<file path="src/rtl/ticket_vendor_seq.sv">
// Multi-channel sequential ticket vending engine: coin credit, per-channel price/stock
// tables, W-cycle restoring divide. Optional per-request ticket cap under TICKET_LIMIT_EN.
module ticket_vendor_seq #(
  parameter int W   = 8,
  parameter int NCH = 4,
  parameter int CW  = (NCH > 1) ? $clog2(NCH) : 1
) (
  input  logic          clk,
  input  logic          rst,
  input  logic          cfg_we,
  input  logic [CW-1:0] cfg_ch,
  input  logic [W-1:0]  cfg_price,
  input  logic [W-1:0]  cfg_stock,
  input  logic          coin_valid,
  input  logic [W-1:0]  coin_amt,
  input  logic          cancel,
  input  logic          req_valid,
  input  logic [CW-1:0] req_ch,
`ifdef TICKET_LIMIT_EN
  input  logic [W-1:0]  max_tix,
`endif
  output logic          req_ready,
  output logic          out_valid,
  output logic [CW-1:0] out_ch,
  output logic [W-1:0]  out_ticket,
  output logic [W-1:0]  out_change,
  output logic          out_err,
  output logic          busy,
  output logic [W-1:0]  credit
);

  localparam int CNTW = $clog2(W) + 1;

  typedef enum logic [1:0] {IDLE, DIV, CALC, DONE} state_t;

  state_t          state_q, state_d;
  logic [W-1:0]    credit_q, credit_d;
  logic [W-1:0]    price_q [NCH];
  logic [W-1:0]    stock_q [NCH];

  // Transaction snapshot
  logic [W-1:0]    d_q, d_d;
  logic [W-1:0]    p_q, p_d;
  logic [W-1:0]    s_q, s_d;
  logic [CW-1:0]   ch_q, ch_d;
  logic [W-1:0]    lim_q, lim_d;

  // Divider and result registers
  logic [W:0]      rem_q, rem_d;
  logic [W-1:0]    quo_q, quo_d;
  logic [CNTW-1:0] cnt_q, cnt_d;
  logic [W-1:0]    t_q, t_d;
  logic [W-1:0]    c_q, c_d;

  logic            out_valid_q, out_valid_d;
  logic [CW-1:0]   out_ch_q, out_ch_d;
  logic [W-1:0]    out_ticket_q, out_ticket_d;
  logic [W-1:0]    out_change_q, out_change_d;
  logic            out_err_q, out_err_d;

  logic [W:0]      coin_sum;
  logic [W-1:0]    credit_in;
  logic            accept;
  logic            cfg_en;
  logic            stk_we;
  logic [W:0]      rem_sh;
  logic            ge;
  logic [W-1:0]    t_calc;
  logic [2*W-1:0]  prod;

  assign req_ready  = (state_q == IDLE) && !cancel;
  assign busy       = (state_q != IDLE);
  assign credit     = credit_q;
  assign out_valid  = out_valid_q;
  assign out_ch     = out_ch_q;
  assign out_ticket = out_ticket_q;
  assign out_change = out_change_q;
  assign out_err    = out_err_q;

  assign accept = (state_q == IDLE) && req_valid && !cancel;
  assign cfg_en = cfg_we && (state_q == IDLE) && !accept;
  assign stk_we = (state_q == DONE);

  // Saturating credit plus this cycle's coin
  always_comb begin
    coin_sum  = {1'b0, credit_q} + {1'b0, coin_amt};
    credit_in = credit_q;
    if (coin_valid) credit_in = coin_sum[W] ? '1 : coin_sum[W-1:0];
  end

  always_comb begin
    rem_sh = {rem_q[W-1:0], quo_q[W-1]};
    ge     = (rem_sh >= {1'b0, p_q});
    t_calc = (quo_q < s_q) ? quo_q : s_q;
`ifdef TICKET_LIMIT_EN
    if ((lim_q != '0) && (lim_q < t_calc)) t_calc = lim_q;
`endif
    if ((p_q == '0) || (s_q == '0)) t_calc = '0;
    prod = {{W{1'b0}}, t_calc} * {{W{1'b0}}, p_q};
  end

  always_comb begin
    state_d      = state_q;
    credit_d     = credit_in;
    d_d          = d_q;
    p_d          = p_q;
    s_d          = s_q;
    ch_d         = ch_q;
    lim_d        = lim_q;
    rem_d        = rem_q;
    quo_d        = quo_q;
    cnt_d        = cnt_q;
    t_d          = t_q;
    c_d          = c_q;
    out_valid_d  = 1'b0;
    out_ch_d     = out_ch_q;
    out_ticket_d = out_ticket_q;
    out_change_d = out_change_q;
    out_err_d    = out_err_q;
    case (state_q)
      IDLE: begin
        if (cancel) begin
          out_valid_d  = 1'b1;
          out_ticket_d = '0;
          out_change_d = credit_in;
          out_err_d    = 1'b0;
          credit_d     = '0;
        end else if (accept) begin
          d_d      = credit_in;
          p_d      = price_q[req_ch];
          s_d      = stock_q[req_ch];
          ch_d     = req_ch;
`ifdef TICKET_LIMIT_EN
          lim_d    = max_tix;
`else
          lim_d    = '0;
`endif
          credit_d = '0;
          rem_d    = '0;
          quo_d    = credit_in;
          cnt_d    = '0;
          if ((price_q[req_ch] == '0) || (stock_q[req_ch] == '0)) state_d = CALC;
          else                                                   state_d = DIV;
        end
      end
      DIV: begin
        rem_d = ge ? (rem_sh - {1'b0, p_q}) : rem_sh;
        quo_d = {quo_q[W-2:0], ge};
        cnt_d = cnt_q + 1'b1;
        if (cnt_q == CNTW'(W - 1)) state_d = CALC;
      end
      CALC: begin
        t_d     = t_calc;
        c_d     = d_q - prod[W-1:0];
        state_d = DONE;
      end
      DONE: begin
        out_valid_d  = 1'b1;
        out_ticket_d = t_q;
        out_change_d = c_q;
        out_ch_d     = ch_q;
        out_err_d    = (p_q == '0);
        state_d      = IDLE;
      end
      default: state_d = IDLE;
    endcase
  end

  always_ff @(posedge clk) begin
    if (rst) begin
      state_q      <= IDLE;
      credit_q     <= '0;
      d_q          <= '0;
      p_q          <= '0;
      s_q          <= '0;
      ch_q         <= '0;
      lim_q        <= '0;
      rem_q        <= '0;
      quo_q        <= '0;
      cnt_q        <= '0;
      t_q          <= '0;
      c_q          <= '0;
      out_valid_q  <= 1'b0;
      out_ch_q     <= '0;
      out_ticket_q <= '0;
      out_change_q <= '0;
      out_err_q    <= 1'b0;
    end else begin
      state_q      <= state_d;
      credit_q     <= credit_d;
      d_q          <= d_d;
      p_q          <= p_d;
      s_q          <= s_d;
      ch_q         <= ch_d;
      lim_q        <= lim_d;
      rem_q        <= rem_d;
      quo_q        <= quo_d;
      cnt_q        <= cnt_d;
      t_q          <= t_d;
      c_q          <= c_d;
      out_valid_q  <= out_valid_d;
      out_ch_q     <= out_ch_d;
      out_ticket_q <= out_ticket_d;
      out_change_q <= out_change_d;
      out_err_q    <= out_err_d;
    end
  end

  // Config writes and stock decrement never coincide: one needs IDLE, the other DONE
  always_ff @(posedge clk) begin
    if (rst) begin
      for (int unsigned i = 0; i < NCH; i++) begin
        price_q[i] <= '0;
        stock_q[i] <= '0;
      end
    end else if (cfg_en) begin
      price_q[cfg_ch] <= cfg_price;
      stock_q[cfg_ch] <= cfg_stock;
    end else if (stk_we) begin
      stock_q[ch_q] <= stock_q[ch_q] - t_q;
    end
  end

endmodule

</file>
<file path="config.mk">
export PLATFORM = sky130hd
export DESIGN_NAME = ticket_vendor_seq
export DESIGN_NICKNAME = d
export VERILOG_FILES = /design/src/rtl/ticket_vendor_seq.sv
export SDC_FILE = /design/constraint.sdc
export NUM_CORES = 1
export LEC_CHECK = 0
export ABC_AREA = 1
export CAP_MARGIN = 10
export CORE_AREA = 4 4 135 137
export CTS_CLUSTER_DIAMETER = 40
export CTS_CLUSTER_SIZE = 12
export DETAILED_ROUTE_END_ITERATION = 6
export DIE_AREA = 0 0 139 141
export PLACE_DENSITY = 0.83
export SKIP_CTS_REPAIR_TIMING = 1
export SYNTH_ARGS = -nofsm -noshare
export SYNTH_HDL_FRONTEND = slang
export SYNTH_SLANG_ARGS = --single-unit
</file>
<file path="constraint.sdc">
create_clock -name clk -period 13.4 [get_ports clk]
set_input_delay 2.68 -clock clk [delete_from_list [all_inputs] [get_ports clk]]
set_output_delay 2.68 -clock clk [all_outputs]
set_load 0.02 [all_outputs]
</file>
==> metrics.md <==
| Metric | Value |
|---|---|
| Register area share after synthesis | `between 40 and 50%` |
| Clock root cell | `clkbuf_16` |
| HPWL Detailed | `roughly 17,000 um` |
| Syn nets | `between 1k and 1.5k` |
| Async set-or-reset flop fraction in the synthesized netlist | `0%` |
| Most frequent CP cell | `clkdlybuf4s50_1` |
| PwrDens | `between 200 and 250 mW/mm^2` |
| Fin. max-slew vios | `0` |
| Final Cell Area | `between 0.01 and 0.015 sq mm` |
| Fin Setup TNS | `0 ps` |
| Synth Area in Adders | `between 10% and 20%` |
| CTS clk-pin slew, worst paths | `roughly 70 ps` |
| Largest delay contributor family on the critical path | `buffers and inverters` |
| Total die area | `0.0196 sq mm` |
| Post-synthesis compound-gate area fraction | `~18%` |
| Flop2flop setup slack | `around 8000 ps` |
| Max-slew headroom | `17.6%` |
| Routed WL per cell | `16.3 um` |
| Simple-gate share of the synthesized area | `between 10% and 20%` |
| TritonCTS clock tree | `done` |
| Routed wire length | `between 20,000 and 25,000 um` |
| WP buf/inv | `2` |
| Port buffer count | `63` |
| Placed Area | `roughly 0.010 sq mm` |
| Final hold violation count | `0` |
| FF+latch count, synth | `158` |
| Vias in the first global route | `7,800` |
| Crit path capture type | `output port` |
| Fmax | `around 0.15 GHz` |
| Rows | `48` |
| Iteration-0 DRC Markers | `834` |
| Startpoint Class | `input port` |
| Post-synthesis area per instance | `roughly 8 sq um` |
| CP peak stage delay | `between 600 and 700 ps` |
| CP required | `around 11,000 ps` |
| Total Power | `roughly 2200 uW` |
| Mux share of post-synthesis cell area | `0%` |
| GR Overflow Total | `0` |
| Worst skew pair latency | `between 400 and 500 ps` |
| MaxCap Viol Count | `0` |
| Slew @ Worst Pin | `between 1000 and 1500 ps` |
| Final Util | `between 60% and 70%` |
| Worst-path cell chain | `clkdlybuf4s50_1 > nor2_1 > clkdlybuf4s50_1` |
| RSZ-0062 raised after global routing | `false` |
| Synth Instances | `approximately 1.2k` |
| Min Tclk post-route | `roughly 6600 ps` |
| Final setup vio count | `0` |
| Avg Vias per Cell | `around 5.7` |
| GRT Total Usage | `between 20% and 30%` |
| Clk_skew | `about 6.3 ps` |
| Largest net degree at the start of global routing | `53` |
| Drt first pass iters | `5` |
| DRC errors left | `0` |
| Synth cell types | `49` |
| DP Cell Count | `around 1.4k` |
| Worst-path cell with the longest stage delay | `clkdlybuf4s50_1` |
| Sink Count | `158` |
| Cts bufs inserted | `17` |
| Total Nets Final | `about 1.3k` |
| Outcome | `finished, final reports clean` |
| ANT cells | `0` |
| Fill count | `~1.4k` |
| Initial Util | `a little over half` |
| Worst-path maximum fanout | `3` |
| Crit path kind | `in2out` |
| Layout Cells excl Fill | `1,433` |
| Layout cells sized above 1 | `under 10%` |
| Synth warnings | `0` |
| DR vias | `about 8.1k` |
| Number of synthesized flops with an enable pin | `64` |
| H-Tree Depth | `4` |
| Initial antenna violation count | `0` |
| Chip height | `141 um` |
| Worst-case vdd ir drop | `0.145 mV` |
| GP Congestion | `about 0.92` |
| Tcrit/Tclk final | `between 40% and 50%` |
| Core area | `0.0171 sq mm` |
| Die width | `around 140 um` |
| Synthesized cell area | `just over 0.009 sq mm` |
| P_leak | `about 0.0045 uW` |
| Hold crit path type | `reg2reg` |
| Max Root-Sink Buffers | `2` |
| Top FF cell, synth | `dfxtp_1` |
| Post-synthesis xor/xnor area fraction | `2.47%` |
| First-pass GRT wire length | `~38,000 um` |
| Area growth syn-to-layout | `14.6%` |
| Post-route ant nets | `0` |
| # IOs | `64` |
| Main combinational cell family by area after synthesis | `simple AND/OR/NAND/NOR gates` |
| CP arrival | `3960 ps` |
==> final cells by class <==
type / count / area [sq um] / area share (%)
clock buffers: 20 / 459 / 4.34
clock inverters: 12 / 98.8 / 0.935
inverters: 144 / 541 / 5.11
multi-input cells: 805 / 4690 / 44.4
flip-flops and latches: 158 / 3800 / 36.0
well taps: 225 / 282 / 2.66
repair buffers: 69 / 691 / 6.53
==> sequential cells by signal, summed over array words and instances, names as in the netlist, named ones only <==
| register | flops |
|---|---|
| price_q | 32 |
| stock_q | 32 |
| c_q | 8 |
| credit | 8 |
| d_q | 8 |
| out_change | 8 |
| out_ticket | 8 |
| p_q | 8 |
| quo_q | 8 |
| rem_q | 8 |
| s_q | 8 |
| t_q | 8 |
| cnt_q | 4 |
| ch_q | 2 |
| out_ch | 2 |
| state_q | 2 |
| out_err | 1 |
| out_valid | 1 |
==> routing by layer <==
layer / global-route usage, % / wire length, um / vias up
met5: 0 / 0 / -
met4: 7.83 / 473 / 0
met3: 6.65 / 2510 / 47
met2: 38.5 / 10700 / 387
met1: 31.9 / 9780 / 3741
li1: - / - / 3933
==> final timing paths <==
path | from | endpoint | cells after the start
min | out_ticket[2] | out_ticket[2] | 2
max reg2reg | p_q[1] | c_q[7] | 25
max | cancel | req_ready | 3
min reg2reg | out_ticket[2] | out_ticket[2] | 2
==> power by group <==
group	internal (uW)	switching, uW
clock	253	210
sequential	591	63.8
combinational	356	683
total	1200	957
==> cell usage in the layout (no fill, tap or decap), types with 3 or more instances in the layout <==
cell / netlist / final
nand2_1: 200 / 200
nor2_1: 146 / 146
a21oi_1: 141 / 141
inv_1: 128 / 128
dfxtp_1: 94 / 94
o21ai_0: 88 / 88
edfxtp_1: 64 / 64
clkdlybuf4s50_1: 0 / 62
ha_1: 58 / 58
xor2_1: 20 / 20
nand4_1: 19 / 19
fa_1: 19 / 19
clkbuf_16: 0 / 18
nand3_1: 17 / 17
a32o_1: 16 / 16
o21ai_1: 16 / 16
inv_2: 15 / 15
o22ai_1: 11 / 11
xnor2_1: 6 / 6
nor3_1: 5 / 5
buf_4: 0 / 5
nand2_2: 4 / 4
o21a_1: 4 / 4
inv_6: 0 / 4
nor2_2: 3 / 3
nand3_2: 3 / 3
a21oi_2: 3 / 3
o21ai_2: 3 / 3
==> synthesized netlist by cell type, types with 2 or more instances <==
cell type	number	share of area [%]
o21ai_0	88	4.8
xnor2_1	6	0.57
o21ai_1	16	0.87
inv_2	15	0.61
nand4_2	2	0.27
o22ai_1	11	0.75
fa_1	19	4.1
buf_2	3	0.16
nand2_2	4	0.27
a32oi_1	2	0.19
o21ai_2	3	0.28
ha_1	58	7.9
edfxtp_1	64	21
a32o_1	16	1.7
xor2_1	20	1.9
a21oi_1	141	7.6
o21a_1	4	0.33
nor2_1	146	5.9
nand3_1	17	0.92
inv_1	128	5.2
a21oi_2	3	0.28
or2_1	2	0.14
clkbuf_1	38	1.5
nand2_4	2	0.24
dfxtp_1	94	20
nand4_1	19	1.3
nor2_2	3	0.20
nor3_1	5	0.27
nand3_2	3	0.33
nand2_1	200	8.1
==> cells by family (layout without fill, tap and decap cells) <==
kind of cell / after synthesis / count (layout)
simple gates: 409 / 409
compound gates: 293 / 293
buf+inv: 188 / 245
flops: 158 / 158
fa+ha+maj: 77 / 77
xor+xnor: 26 / 26
==> per-stage QoR <==
| stage | hold slack [ps] | setup WS, ps |
|---|---|---|
| after floorplan | 445 | 7720 |
| after global placement | 450 | 6800 |
| after detailed placement | 455 | 6770 |
| after CTS | 464 | 6760 |
| after global routing | 487 | 6710 |
| final | 462 | 6760 |
==> tightest hold or removal path, stage by stage (launching register included) <==
cell	delay, ps
dfxtp_1	310
nand2_1	60
a21oi_1	50
(Power assumes the default switching activity.)
